[src/rtl/mod7_mon_pkg.sv]
// mod7_mon_pkg: shared constants, state encoding and the expected-next-value
// helper for the mod-7 sequence monitor.
//   MOD7_MOD     modulus of the observed counter
//   MOD7_CNT_W   width of the observed count
//   mon_state_t  SYNC / LOCKED / ERROR
//   next_exp()   value that should follow 'prev' in a 0..mod-1 sequence
package mod7_mon_pkg;

  localparam int unsigned MOD7_MOD   = 32'd7;
  localparam int unsigned MOD7_CNT_W = 32'd3;

  typedef enum logic [1:0] {
    SYNC   = 2'd0,
    LOCKED = 2'd1,
    ERROR  = 2'd2
  } mon_state_t;

  // Successor in the modulo sequence, kept to MOD7_CNT_W bits so an illegal
  // 'prev' simply wraps in the count width instead of growing.
  function automatic logic [MOD7_CNT_W-1:0] next_exp(
    input logic [MOD7_CNT_W-1:0] prev,
    input int unsigned           mod
  );
    logic [MOD7_CNT_W-1:0] last;
    last = MOD7_CNT_W'(mod - 32'd1);
    if (prev == last) begin
      next_exp = {MOD7_CNT_W{1'b0}};
    end else begin
      next_exp = prev + {{(MOD7_CNT_W-1){1'b0}}, 1'b1};
    end
  endfunction

endpackage

[src/rtl/mod_7_next_calc.sv]
// mod_7_next_calc: combinational step predictor for the mod-7 monitor.
// Ports:
//   prev     previously sampled count
//   count    currently sampled count
//   exp_cnt  value that should follow prev
//   wrap     prev is MOD-1 and count is 0 (a roll-over, if in sequence)
module mod_7_next_calc
  import mod7_mon_pkg::*;
#(
  parameter int unsigned MOD   = MOD7_MOD,
  parameter int unsigned CNT_W = MOD7_CNT_W
) (
  input  logic [CNT_W-1:0] prev,
  input  logic [CNT_W-1:0] count,
  output logic [CNT_W-1:0] exp_cnt,
  output logic             wrap
);

  localparam logic [CNT_W-1:0] LAST = CNT_W'(MOD - 32'd1);

  assign exp_cnt = next_exp(prev, MOD);
  assign wrap    = (prev == LAST) && (count == {CNT_W{1'b0}});

endmodule

[src/rtl/mod_7_seq_monitor.sv]
// mod_7_seq_monitor: observer for a mod-7 counter. Samples count on every
// clock edge, checks the 0..MOD-1 sequence, emits a registered wrap pulse on
// each MOD-1 -> 0 roll-over and keeps saturating wrap / error counts.
// Ports:
//   clk, rst     clock and asynchronous active-high reset (shared with counter)
//   count        observed counter value
//   locked       monitor is tracking a valid sequence
//   wrap_pulse   one-cycle pulse per roll-over
//   wrap_count   saturating number of roll-overs
//   err          monitor is in ERROR
//   err_illegal  sticky: a value >= MOD was sampled
//   err_cnt      saturating number of LOCKED -> ERROR transitions
// Optional macro MOD7_MON_RESYNC_EN: ERROR re-locks after RESYNC_LEN
// consecutive correct steps; without it ERROR holds until rst.
module mod_7_seq_monitor
  import mod7_mon_pkg::*;
#(
  parameter int unsigned MOD        = MOD7_MOD,
  parameter int unsigned CNT_W      = MOD7_CNT_W,
  parameter int unsigned WRAP_W     = 32'd8,
  parameter int unsigned RESYNC_LEN = 32'd7
) (
  input  logic              clk,
  input  logic              rst,
  input  logic [CNT_W-1:0]  count,
  output logic              locked,
  output logic              wrap_pulse,
  output logic [WRAP_W-1:0] wrap_count,
  output logic              err,
  output logic              err_illegal,
  output logic [WRAP_W-1:0] err_cnt
);

  localparam logic [CNT_W-1:0]  LAST     = CNT_W'(MOD - 32'd1);
  localparam logic [WRAP_W-1:0] WRAP_ONE = WRAP_W'(32'd1);
  localparam logic [WRAP_W-1:0] WRAP_MAX = {WRAP_W{1'b1}};

  mon_state_t        state_r, state_nxt_s;
  logic [CNT_W-1:0]  prev_r;
  logic [WRAP_W-1:0] wrap_count_r, err_cnt_r;
  logic              err_illegal_r, wrap_pulse_r;
  logic [CNT_W-1:0]  exp_s;
  logic              wrap_s, match_s, illegal_s;
  logic              wrap_evt_s, err_evt_s;

`ifdef MOD7_MON_RESYNC_EN
  localparam int unsigned      RS_W    = $clog2(RESYNC_LEN + 32'd1);
  localparam logic [RS_W-1:0]  RS_ONE  = RS_W'(32'd1);
  localparam logic [RS_W-1:0]  RS_LAST = RS_W'(RESYNC_LEN - 32'd1);
  logic [RS_W-1:0] resync_cnt_r, resync_nxt_s;
`endif

  mod_7_next_calc #(
    .MOD   (MOD),
    .CNT_W (CNT_W)
  ) u_next_calc (
    .prev    (prev_r),
    .count   (count),
    .exp_cnt (exp_s),
    .wrap    (wrap_s)
  );

  assign match_s   = (count == exp_s);
  assign illegal_s = (count > LAST);

  // State register.
  always_ff @(posedge clk or posedge rst) begin
    if (rst) begin
      state_r <= SYNC;
    end else begin
      state_r <= state_nxt_s;
    end
  end

  // Next-state logic plus the wrap / error events of this edge.
  always_comb begin
    state_nxt_s = state_r;
    wrap_evt_s  = 1'b0;
    err_evt_s   = 1'b0;
`ifdef MOD7_MON_RESYNC_EN
    resync_nxt_s = {RS_W{1'b0}};
`endif
    case (state_r)
      SYNC: begin
        // First sample only establishes prev; nothing is reported yet.
        if (illegal_s) begin
          state_nxt_s = ERROR;
        end else begin
          state_nxt_s = LOCKED;
        end
      end
      LOCKED: begin
        if (match_s) begin
          state_nxt_s = LOCKED;
          wrap_evt_s  = wrap_s;
        end else begin
          state_nxt_s = ERROR;
          err_evt_s   = 1'b1;
        end
      end
      ERROR: begin
`ifdef MOD7_MON_RESYNC_EN
        if (match_s) begin
          if (resync_cnt_r == RS_LAST) begin
            state_nxt_s  = LOCKED;
            resync_nxt_s = {RS_W{1'b0}};
          end else begin
            state_nxt_s  = ERROR;
            resync_nxt_s = resync_cnt_r + RS_ONE;
          end
        end else begin
          state_nxt_s  = ERROR;
          resync_nxt_s = {RS_W{1'b0}};
        end
`else
        state_nxt_s = ERROR;
`endif
      end
      default: begin
        state_nxt_s = SYNC;
      end
    endcase
  end

  // Sample history, pulse and saturating counters.
  always_ff @(posedge clk or posedge rst) begin
    if (rst) begin
      prev_r        <= {CNT_W{1'b0}};
      wrap_pulse_r  <= 1'b0;
      wrap_count_r  <= {WRAP_W{1'b0}};
      err_cnt_r     <= {WRAP_W{1'b0}};
      err_illegal_r <= 1'b0;
    end else begin
      prev_r       <= count;
      wrap_pulse_r <= wrap_evt_s;
      if (illegal_s) begin
        err_illegal_r <= 1'b1;
      end else begin
        err_illegal_r <= err_illegal_r;
      end
      if (wrap_evt_s && (wrap_count_r != WRAP_MAX)) begin
        wrap_count_r <= wrap_count_r + WRAP_ONE;
      end else begin
        wrap_count_r <= wrap_count_r;
      end
      if (err_evt_s && (err_cnt_r != WRAP_MAX)) begin
        err_cnt_r <= err_cnt_r + WRAP_ONE;
      end else begin
        err_cnt_r <= err_cnt_r;
      end
    end
  end

`ifdef MOD7_MON_RESYNC_EN
  // Consecutive-correct-step counter used only while in ERROR.
  always_ff @(posedge clk or posedge rst) begin
    if (rst) begin
      resync_cnt_r <= {RS_W{1'b0}};
    end else begin
      resync_cnt_r <= resync_nxt_s;
    end
  end
`endif

  // Output decode: flags come straight from the state register.
  always_comb begin
    locked = 1'b0;
    err    = 1'b0;
    case (state_r)
      LOCKED:  locked = 1'b1;
      ERROR:   err    = 1'b1;
      default: begin
        locked = 1'b0;
        err    = 1'b0;
      end
    endcase
  end

  assign wrap_pulse  = wrap_pulse_r;
  assign wrap_count  = wrap_count_r;
  assign err_cnt     = err_cnt_r;
  assign err_illegal = err_illegal_r;

endmodule

[config.mk]
export PLATFORM = sky130hd
export DESIGN_NAME = mod_7_seq_monitor
export DESIGN_NICKNAME = d
export VERILOG_FILES = /design/src/rtl/mod7_mon_pkg.sv /design/src/rtl/mod_7_next_calc.sv /design/src/rtl/mod_7_seq_monitor.sv
export SDC_FILE = /design/constraint.sdc
export NUM_CORES = 1
export LEC_CHECK = 0
export ABC_AREA = 1
export CORE_MARGIN = 2
export CORE_UTILIZATION = 55
export CTS_CLUSTER_DIAMETER = 50
export DETAILED_ROUTE_END_ITERATION = 6
export DONT_BUFFER_PORTS = 1
export GPL_TIMING_DRIVEN = 0
export PLACE_DENSITY = 0.71
export SYNTH_ARGS = -nofsm -noshare
export SYNTH_HDL_FRONTEND = slang
export SYNTH_SLANG_ARGS = --single-unit
[constraint.sdc]
create_clock -name clk -period 2 [get_ports clk]
set_input_delay 0.3 -clock clk [delete_from_list [all_inputs] [get_ports clk]]
set_output_delay 0.3 -clock clk [all_outputs]
set_load 0.02 [all_outputs]
Yosys cells after proc, flatten, opt, wreduce, memory -nomap -nowiden
Index checks and enable logic that the tools add are counted.

storage, ports and cells
  flip-flop bits (word level) = 23
  input port bits = 5
  logic and storage cells = 31
  output and inout bits = 20

cells by class
  $add $sub $neg = 3
  mux-type cells = 10
  eq/ne operators = 6
  reductions and logical operators = 5
  order comparisons = 1

operators by type and width
  cell                                           count
  adder 8 x 1 -> 8 bit, second input constant    2
  != test 8 bit, second input constant           2
  two-way mux 1 bit                              6
  one-hot mux 2 bit (3 select lines)             1
  two-way mux 2 bit                              2
  adder 3 x 1 -> 3 bit, second input constant    1
  == test 3 bit                                  1
  == test 3 bit, second input constant           1
  > comparator 3 bit, second input constant      1
  logical AND 1 bit                              3
  zero test 3 bit                                1
  two-way mux 3 bit                              1
  == test 2 x 1 -> 1 bit, second input constant  1
  == test 2 bit, second input constant           1
  zero test 2 bit                                1

Longest topological paths before layout
Gate-level depths: netlist (run 1).

  depth after elaboration = 6
  gate-level depth with buffers = 9
  mapped depth without buffers = 9

Hierarchy
From an unflattened synthesis (run 1), not the netlist that was laid out.

second synthesis, totals
  cell total of the unflattened synthesis = 179
  area total of the unflattened synthesis = 1357.6 sq um

by module, submodules not included
  module             area each (sq um)  sequential area each (sq um)  cells an instance  times used
  mod_7_seq_monitor  1295.0             575.6                         163                1
  mod_7_next_calc    62.6               0.0                           16                 1

Worst setup path after synthesis (run 1)
OpenSTA, ideal clock, no wires.

  path kind = register to register
  start point = register err_cnt_r[0], in the netlist err_cnt[0]
  end point = register err_cnt_r[6], in the netlist err_cnt[6]
  stages on the path, launching flop included = 8
  arrival = 1.437 ns
  clock period less this slack = 1.502 ns
  buffers on the path = 0
  library setup time = 0.065 ns
  setup slack = 0.498 ns
  required time = 1.935 ns
  cells stage by stage = dfrtp_1 -> ha_1 -> nand2_2 -> nor3_4 -> nand3_4 -> nand3_4 -> nand2_1 -> nand2_1

between the ends
  cells in the longest elaborated chain, start to end = 2
  elaborated cells between the ends (all ways) = 3
  classes of those cells = add/sub (1); eq/ne (1); reduce/logical (1)

RTL lines
  what                                                          line                      text
  start, declared                                               mod_7_seq_monitor.sv:40   logic [WRAP_W-1:0] wrap_count_r, err_cnt_r;
  start signal, assigned                                        mod_7_seq_monitor.sv:131  err_cnt_r <= {WRAP_W{1'b0}};
  start signal, assigned                                        mod_7_seq_monitor.sv:147  err_cnt_r <= err_cnt_r + WRAP_ONE;
  start signal, assigned                                        mod_7_seq_monitor.sv:149  err_cnt_r <= err_cnt_r;
  branches (longest 2 deep; another with adder 8 x 1 -> 8 bit)  --

Parallel ways; which one is timed is not known.
A chain may end at the register's enable or synchronous reset.

Worst setup path after layout (run 1)
Ends and elaborated chain as after synthesis.

==> flow_metrics.py, run 1 <==
metrics = {
    "detailed_routing": {
        "vias": 1056,
        "drt_iter0_drc": 16,
        "ant_nets": 0,
        "routed_wl_um": 2570,
        "drc": 0,
        "via_per_inst": 5.59,
        "wl_per_cell_um": 13.6,
        "first_pass_iters": 4,
    },
    "global_routing": {
        "grt_usage_pct": 21.4,
        "grt_pass1_vias": 1038,
        "grt_pass1_wl_um": 4400,
        "gr-total-overflow": 0,
        "antenna_found_initial": 0,
        "grt_max_degree": 24,
    },
    "timing": {
        "finalHoldViolations": 0,
        "tns_ns": 0,
        "finalSetupViolations": 0,
        "fin_crit_sh_pct": 85.5,
        "slew_headroom_pct": 41.3,
        "fmax_ghz": 0.585,
        "tightestPinTransition_ns": 0.880,
        "fin_worst_skew_ns": 0.00314,
        "timing.hold.ws_ns": 0.0479,
        "fin_crit_ns": 1.71,
        "slew_viol_final": 0,
        "rsz0062_at_grt": "false",
        "layout_setup_ws_ns": 0.289,
    },
    "clock_tree": {
        "numClockSinks": 23,
        "cts-root-buf": "clkbuf_4",
        "htreeDepth": 1,
        "cts_buffers": 3,
        "cts_setup_buffers": 0,
        "worstSkewPairLatency_ns": 0.31,
        "clk_path_buf_depth": 2,
        "clk_pin_slew_ns": 0.12,
        "cts_tree": "done",
    },
    "placed_design": {
        "dpl_cell_area_mm2": 0.00136,
        "hpwl_um": 1820,
        "gp_congestion": 0.778,
        "place_ws_ns": 0.308,
        "port_buffers": 0,
        "place_inst": 182,
    },
    "worst_setup_path": {
        "r2r_start": "err_cnt[0]",
        "end_kind": "flip-flop",
        "critPathMaxFanout": 9,
        "r2r_setup_slack_ns": 0.29,
        "slowest_stage": "dfrtp_1",
        "crit_chain": "ha_1, nand2_2, nor3_4, nand3_4, nand3_4, nand2_1, nand2_1",
        "required_ns": 2.26,
        "crit_path_max_incr_delay_ns": 0.55,
        "startpoint_type": "flip-flop",
        "reg2reg_depth": 7,
        "crit_path_end": "err_cnt[6]",
        "critPathLaunch": "err_cnt[0]",
        "crit_type": "flip-flop to flip-flop",
        "cp_data_arrival_time_ns": 1.97,
        "reg2reg_to": "err_cnt[6]",
    },
    "layout": {
        "syn_to_final_growth_pct": 6.88,
        "n_fill_cell": 202,
        "layout-drive-gt1-share_pct": 13.7,
        "finalNonFillerCells": 189,
        "fin_nets": 169,
        "antenna_cells": 0,
        "postLayoutCellArea_mm2": 0.00142,
    },
    "die": {
        "die_h_um": 53.1,
        "fp-row-count": 17,
        "initial_core_util_pct": 58.9,
        "dieArea_mm2": 0.00282,
        "core_area_mm2": 0.00225,
        "io_pins": 25,
        "die_w_um": 53.1,
    },
    "synth": {
        "async_flop_share_pct": 100,
        "synth_cell_type_count": 29,
        "synth_nets": 161,
        "ys_seq_area_share_pct": 43.4,
        "synth_seq_cells": 23,
        "synthCells": 154,
        "ys_warn_count": 0,
        "postSynthAreaPerCell_um2": 8.62,
        "synth_ff_type": "dfrtp_1",
        "synth-edff-count": 0,
        "synth_area_mm2": 0.00133,
    },
    "power": {
        "clkPwrFrac_pct": 15.4,
        "power_density_mw_per_mm2": 985,
        "pwr-share-seq_pct": 54.8,
        "switching_share_pct": 43.2,
        "p_int_uw": 795,
        "vdd_ir_drop_max_mv": 0.617,
        "combPwrFrac_pct": 29.8,
        "p_switching_uw": 603,
        "cellLeakagePower_uw": 0.000734,
    },
    "worst_hold_path": {
        "hp-class": "primary input to asynchronous set/reset pin",
    },
    "run_status": {
        "status": "finished clean",
    },
    "job": {
        "cap_viol_max_count": 0,
    },
}
## cell usage after synthesis (3+ instances only)
| master | n | share of area [%] |
|---|---|---|
| dfrtp_1 | 23 | 43 |
| inv_1 | 18 | 5.1 |
| inv_2 | 3 | 0.85 |
| nand2_1 | 41 | 12 |
| nand2_2 | 3 | 1.4 |
| nand3_1 | 13 | 4.9 |
| nand4_1 | 10 | 4.7 |
| nor2_1 | 8 | 2.3 |
| o21ai_1 | 3 | 1.1 |
| xnor2_1 | 4 | 2.6 |
| xor2_1 | 5 | 3.3 |
## timing repair
item / CTS / global route
endpoints found under the setup margin: 0 / 0
hold buffers: 3 / 0
gates resized for setup: 0 / 0
endpoints found under the hold margin: 3 / 0
## final cells by class
class,count,area (um^2),share of cell area [%]
plain buffers,2,22.5,1.59
clock buffers,4,26.3,1.85
multi-input cells,107,646,45.5
inverters,22,83.8,5.91
repair buffers,3,30.0,2.12
flip-flops and latches,23,576,40.6
well taps,28,35.0,2.47
## cell families after synthesis
logic type      share of synthesized area [%]
simple gates                             36.4
buf+inv                                  8.01
flops                                    43.4
xor+xnor                                 5.94
compound gates                           4.43
fa+ha+maj                                1.88
## worst max-delay path: cells and delay by family, from the launching register on
kind | cells | cell delay, ns
adder cells (fa/ha/maj) | 1 | 0.30
flip-flops | 1 | 0.55
AND/OR/NAND/NOR | 6 | 0.80
## flip-flops by register name, indices dropped and copies added (netlist names)
| name | cells |
|---|---|
| prev_r | 3 |
| state_r | 2 |
| wrap_pulse | 1 |
| wrap_count | 8 |
| err_illegal | 1 |
| err_cnt | 8 |
## how the worst min path moves through the flow
stage	end	slack, ns	cells after the start
5_1_grt	prev_r[0]	0.13	1
2_1_floorplan	err_cnt[0]	0.30	1
3_5_place_dp	prev_r[2]	0.33	0
6_report	err_illegal	0.05	1
4_1_cts	err_illegal	0.07	1
3_3_place_gp	prev_r[0]	0.33	0
## per-layer routing
metal / up-vias / share of wire (%) / track usage, %
li1: 515 / - / -
met1: 513 / 46 / 27.4
met2: 26 / 48 / 35.2
met3: 2 / 5.6 / 3.67
met4: 0 / 0.62 / 9.40
met5: - / 0 / 0
## metrics by stage
step | power [uW] | utilization, %
2_1_floorplan | 1100 | -
3_3_place_gp | 1170 | 60.4
3_5_place_dp | 1190 | 60.4
4_1_cts | 1410 | 62.9
5_1_grt | 1500 | 62.9
6_report | 1400 | 62.9
## cell usage in the layout, fill, tap and decap left out, drive strengths merged
master       count
a21oi            3
o21ai            4
ha               2
nor4             1
inv             21
nor2            11
clkbuf           4
xor2             5
buf              2
nand4           11
xnor2            4
nand3b           2
dfrtp           23
dlygate4sd3      3
clkinv           1
o22ai            1
nand3           16
nor3             2
nand2           44
nand2b           1
## power by group through the flow
stage / clock network (uW) / registers (uW) / logic (uW)
after floorplan: 0 / 749 / 355
after CTS: 225 / 767 / 422
after detailed placement: 0 / 778 / 415
after global placement: 0 / 772 / 399
after global routing: 245 / 781 / 473
final: 215 / 766 / 417
(Power assumes the default switching activity.)
==> inputs of run 2 (changes only) <==
==> constraint.sdc (replaced) <==
create_clock -name clk -period 2 [get_ports clk]
set_input_delay 0.1 -clock clk [delete_from_list [all_inputs] [get_ports clk]]
set_output_delay 0.1 -clock clk [all_outputs]
set_load 0.02 [all_outputs]
==> flow_metrics.py, run 2 (synthesis results as in run 1) <==
metrics = {
    "global_routing": {
        "grt_pass1_vias": 1064,
        "grt_pass1_wl_um": 4460,
        "gr-total-overflow": 0,
        "antenna_found_initial": 0,
        "grt_max_degree": 24,
        "grt_usage_pct": 21.7,
    },
    "worst_setup_path": {
        "reg2reg_depth": 7,
        "r2r_setup_slack_ns": 0.29,
        "startpoint_type": "flip-flop",
        "slowest_stage": "dfrtp_1",
        "critPathMaxFanout": 9,
        "end_kind": "flip-flop",
        "required_ns": 2.26,
        "crit_buf_inv": 0,
        "crit_chain": "ha_1, nand2_2, nor3_4, nand3_4, nand3_4, nand2_1, nand2_1",
        "crit_type": "flip-flop to flip-flop",
        "r2r_start": "err_cnt[0]",
        "cp_top_family": "simple AND/OR/NAND/NOR gates",
        "reg2reg_to": "err_cnt[2]",
        "critPathLaunch": "err_cnt[0]",
        "cp_data_arrival_time_ns": 1.96,
        "crit_path_max_incr_delay_ns": 0.55,
    },
    "timing": {
        "fin_crit_ns": 1.71,
        "fin_crit_sh_pct": 85.3,
        "finalHoldViolations": 0,
        "tightestPinTransition_ns": 0.883,
        "slew_headroom_pct": 41.0,
        "rsz0062_at_grt": "false",
        "slew_viol_final": 0,
        "fmax_ghz": 0.586,
        "tns_ns": 0,
        "fin_worst_skew_ns": 0.00456,
        "layout_setup_ws_ns": 0.295,
        "finalSetupViolations": 0,
    },
    "layout": {
        "syn_to_final_growth_pct": 7.63,
        "fin_nets": 170,
        "layout.cells.most_common": "nand2_1",
        "antenna_cells": 0,
        "layout_common_cells": "nand2_1 (41), dfrtp_1 (23), inv_1 (18), nand3_1 (13), nand4_1 (10)",
        "layout-drive-gt1-share_pct": 13.6,
        "final_core_util_pct": 63.4,
        "n_fill_cell": 201,
    },
    "job": {
        "cap_viol_max_count": 0,
    },
    "detailed_routing": {
        "ant_nets": 0,
        "drt_iter0_drc": 17,
        "vias": 1070,
        "drc": 0,
        "via_per_inst": 5.63,
        "wl_per_cell_um": 13.7,
        "first_pass_iters": 4,
        "routed_wl_um": 2610,
    },
    "run_status": {
        "status": "finished clean",
    },
    "die": {
        "io_pins": 25,
        "fp-row-count": 17,
        "die_w_um": 53.1,
        "initial_core_util_pct": 58.9,
        "dieArea_mm2": 0.00282,
        "core_area_mm2": 0.00225,
        "die_h_um": 53.1,
    },
    "power": {
        "vdd_ir_drop_max_mv": 0.618,
        "power_density_mw_per_mm2": 980,
        "power_uw": 1400,
        "cellLeakagePower_uw": 0.000738,
    },
    "clock_tree": {
        "htreeDepth": 1,
        "cts-root-buf": "clkbuf_4",
        "cts_buffers": 3,
        "clk_pin_slew_ns": 0.13,
        "numClockSinks": 23,
        "worstSkewPairLatency_ns": 0.31,
        "clk_path_buf_depth": 2,
        "cts_tree": "done",
    },
    "placed_design": {
        "gp_congestion": 0.778,
        "hpwl_um": 1820,
        "place_ws_ns": 0.308,
        "port_buffers": 0,
    },
    "worst_hold_path": {
        "hold_depth": 3,
        "holdPathEnd": "wrap_pulse",
        "hp-class": "primary input to flip-flop",
        "hp-start": "count[2]",
    },
}
[run 2: cell count changes in the layout (fill, tap and decap cells not counted)]
cell	delta
dlygate4sd3_1	+1
[run 2: per-layer routing]
metal  wire (um)  global-route usage, %
met1        1200                   27.4
met2        1240                   36.3
met3         161                   3.67
met4          16                   9.40
met5           0                      0
[run 2: how the worst max path moves through the flow]
stage | end | depth (start not counted) | slack [ns]
after global routing | err_cnt[0] | 7 | 0.15
after floorplan | err_cnt[6] | 7 | 0.50
after detailed placement | err_cnt[0] | 7 | 0.31
after global placement | err_cnt[6] | 7 | 0.34
after CTS | err_cnt[0] | 7 | 0.27
final | err_cnt[2] | 7 | 0.29
[run 2: power by group]
group          internal, uW  switching [uW]  total [uW]
Clock                  77.8             137         215
Sequential              553             213         766
Combinational           165             255         420
[run 2: per-stage QoR]
step	hold slack [ns]	cells	area [um^2]
6_report	0.0410	190	1430
5_1_grt	0.0443	190	1430
4_1_cts	0.0348	190	1430
3_5_place_dp	0.132	182	1360
3_3_place_gp	0.132	182	1360
2_1_floorplan	0.102	154	1330
[run 2: worst reg2reg max path, stage by stage, from the launching register on]
cell	delay, ns
dfrtp_1	0.55
ha_1	0.31
nand2_2	0.09
nor3_4	0.24
nand3_4	0.17
nand3_4	0.18
nand2_1	0.06
nand2_1	0.06
[run 2: timing repair]
item,CTS,global route
gates resized for setup,0,0
setup buffers,0,0
hold buffers,4,0
hold endpoints to repair,27,0
setup endpoints to repair,0,0
[run 2: area by class of cell]
type	count	area [um^2]	share of cell area (%)
multi-input combinational	107	646	45.2
sequential	23	576	40.3
inverter	22	83.8	5.87
timing repair buffer	4	40.0	2.80
tap	28	35.0	2.45
clock buffer	4	26.3	1.84
buffer	2	22.5	1.58
==> inputs of run 3 (changes only) <==
CAP_MARGIN = 15   (was not set)
MAX_ROUTING_LAYER = met4   (was not set)
==> flow_metrics.py, run 3 (synthesis results as in run 1) <==
metrics = {
    "placed_design": {
        "hpwl_um": 1820,
        "place_ws_ns": 0.308,
        "place_inst": 182,
        "port_buffers": 0,
        "dpl_cell_area_mm2": 0.00136,
        "gp_congestion": 0.789,
    },
    "layout": {
        "multiInputGateArea_um2": 646,
        "layout_common_cells": "nand2_1 (41), dfrtp_1 (23), inv_1 (18), nand3_1 (13), nand4_1 (10)",
        "layout-drive-gt1-share_pct": 13.6,
        "syn_to_final_growth_pct": 7.63,
        "postLayoutCellArea_mm2": 0.00143,
        "finalNonFillerCells": 190,
        "antenna_cells": 0,
        "n_fill_cell": 201,
        "fin_nets": 170,
        "layout.cells.most_common": "nand2_1",
        "regArea_um2": 576,
    },
    "timing": {
        "finalHoldViolations": 0,
        "fin_crit_ns": 1.71,
        "fin_worst_skew_ns": 0.00400,
        "layout_setup_ws_ns": 0.287,
        "fmax_ghz": 0.584,
        "finalSetupViolations": 0,
        "fin_crit_sh_pct": 85.6,
        "tightestPinTransition_ns": 0.887,
        "timing.hold.ws_ns": 0.0408,
        "slew_headroom_pct": 40.8,
        "rsz0062_at_grt": "false",
        "tns_ns": 0,
        "slew_viol_final": 0,
    },
    "clock_tree": {
        "cts-root-buf": "clkbuf_4",
        "htreeDepth": 1,
        "clk_path_buf_depth": 2,
        "clk_pin_slew_ns": 0.13,
        "cts_setup_buffers": 0,
        "numClockSinks": 23,
        "cts_tree": "done",
        "cts_buffers": 3,
        "worstSkewPairLatency_ns": 0.31,
    },
    "worst_hold_path": {
        "hp-class": "primary input to flip-flop",
    },
    "power": {
        "clkPwrFrac_pct": 15.3,
        "cellLeakagePower_uw": 0.000738,
        "pwr-share-seq_pct": 54.7,
        "power_density_mw_per_mm2": 983,
        "p_switching_uw": 609,
        "vdd_ir_drop_max_mv": 0.621,
        "p_int_uw": 796,
        "switching_share_pct": 43.3,
        "combPwrFrac_pct": 29.9,
    },
    "global_routing": {
        "antenna_found_initial": 0,
        "grt_usage_pct": 22.3,
        "gr-total-overflow": 0,
        "grt_pass1_vias": 1065,
        "grt_max_degree": 24,
        "grt_pass1_wl_um": 4470,
    },
    "die": {
        "io_pins": 25,
        "initial_core_util_pct": 58.9,
        "fp-row-count": 17,
        "die_h_um": 53.1,
        "core_area_mm2": 0.00225,
        "die_w_um": 53.1,
        "dieArea_mm2": 0.00282,
    },
    "detailed_routing": {
        "drt_iter0_drc": 19,
        "via_per_inst": 5.56,
        "drc": 0,
        "routed_wl_um": 2630,
        "ant_nets": 0,
        "first_pass_iters": 4,
        "wl_per_cell_um": 13.8,
        "vias": 1057,
    },
    "worst_setup_path": {
        "cp_data_arrival_time_ns": 1.97,
        "startpoint_type": "flip-flop",
        "critPathMaxFanout": 9,
        "crit_type": "flip-flop to flip-flop",
        "end_kind": "flip-flop",
        "required_ns": 2.26,
    },
    "job": {
        "cap_viol_max_count": 0,
    },
    "run_status": {
        "status": "finished clean",
    },
}
run 3: path summary, 6_finish.rpt:
path | startpoint | to | slack [ns] | cells past startpoint
setup / recovery | err_cnt[0] | err_cnt[2] | 0.29 | 7
max in group asynchronous | rst | wrap_count[4] | 1.04 | 2
setup reg to reg | err_cnt[0] | err_cnt[2] | 0.29 | 7
min in group asynchronous | rst | err_illegal | 0.41 | 2
hold reg to reg | state_r[0] | state_r[0] | 0.53 | 1
hold / removal | count[2] | wrap_pulse | 0.04 | 3
run 3: layout make-up:
type / instances / area share (%)
Buffer: 2 / 1.58
Clock buffer: 4 / 1.84
Inverter: 22 / 5.87
Multi-Input combinational cell: 107 / 45.2
Sequential cell: 23 / 40.3
Tap cell: 28 / 2.45
Timing Repair Buffer: 4 / 2.80
run 3: worst max-delay path: stages, from the launching register on:
cell and delay (ns):
dfrtp_1 0.55, ha_1 0.31, nand2_2 0.09, nor3_4 0.24, nand3_4 0.17, nand3_4 0.18
nand2_1 0.06, nand2_1 0.06
run 3: power by group through the flow:
| stage | combinational [uW] | sequential [uW] | clock, uW |
|---|---|---|---|
| floorplan | 355 | 749 | 0 |
| global placement | 399 | 772 | 0 |
| detailed placement | 415 | 778 | 0 |
| CTS | 425 | 767 | 225 |
| global route | 476 | 781 | 245 |
| finish | 421 | 768 | 216 |
run 3: timing repair:
action                                 CTS  global route
resized for setup                        0             0
endpoints found under the hold margin   27             0
hold buffers                             4             0
run 3: metal layers:
layer	up-vias	share of wire [%]	track usage (%)
met5	-	0	-
met1	513	46	27.7
met4	0	0.61	9.40
met2	24	48	36.0
li1	518	-	-
met3	2	5.5	3.67
run 3: through the flow:
step                util (%)  power, uW
floorplan                  -       1100
global placement        60.4       1170
detailed placement      60.4       1190
CTS                     63.4       1420
global route            63.4       1500
finish                  63.4       1400
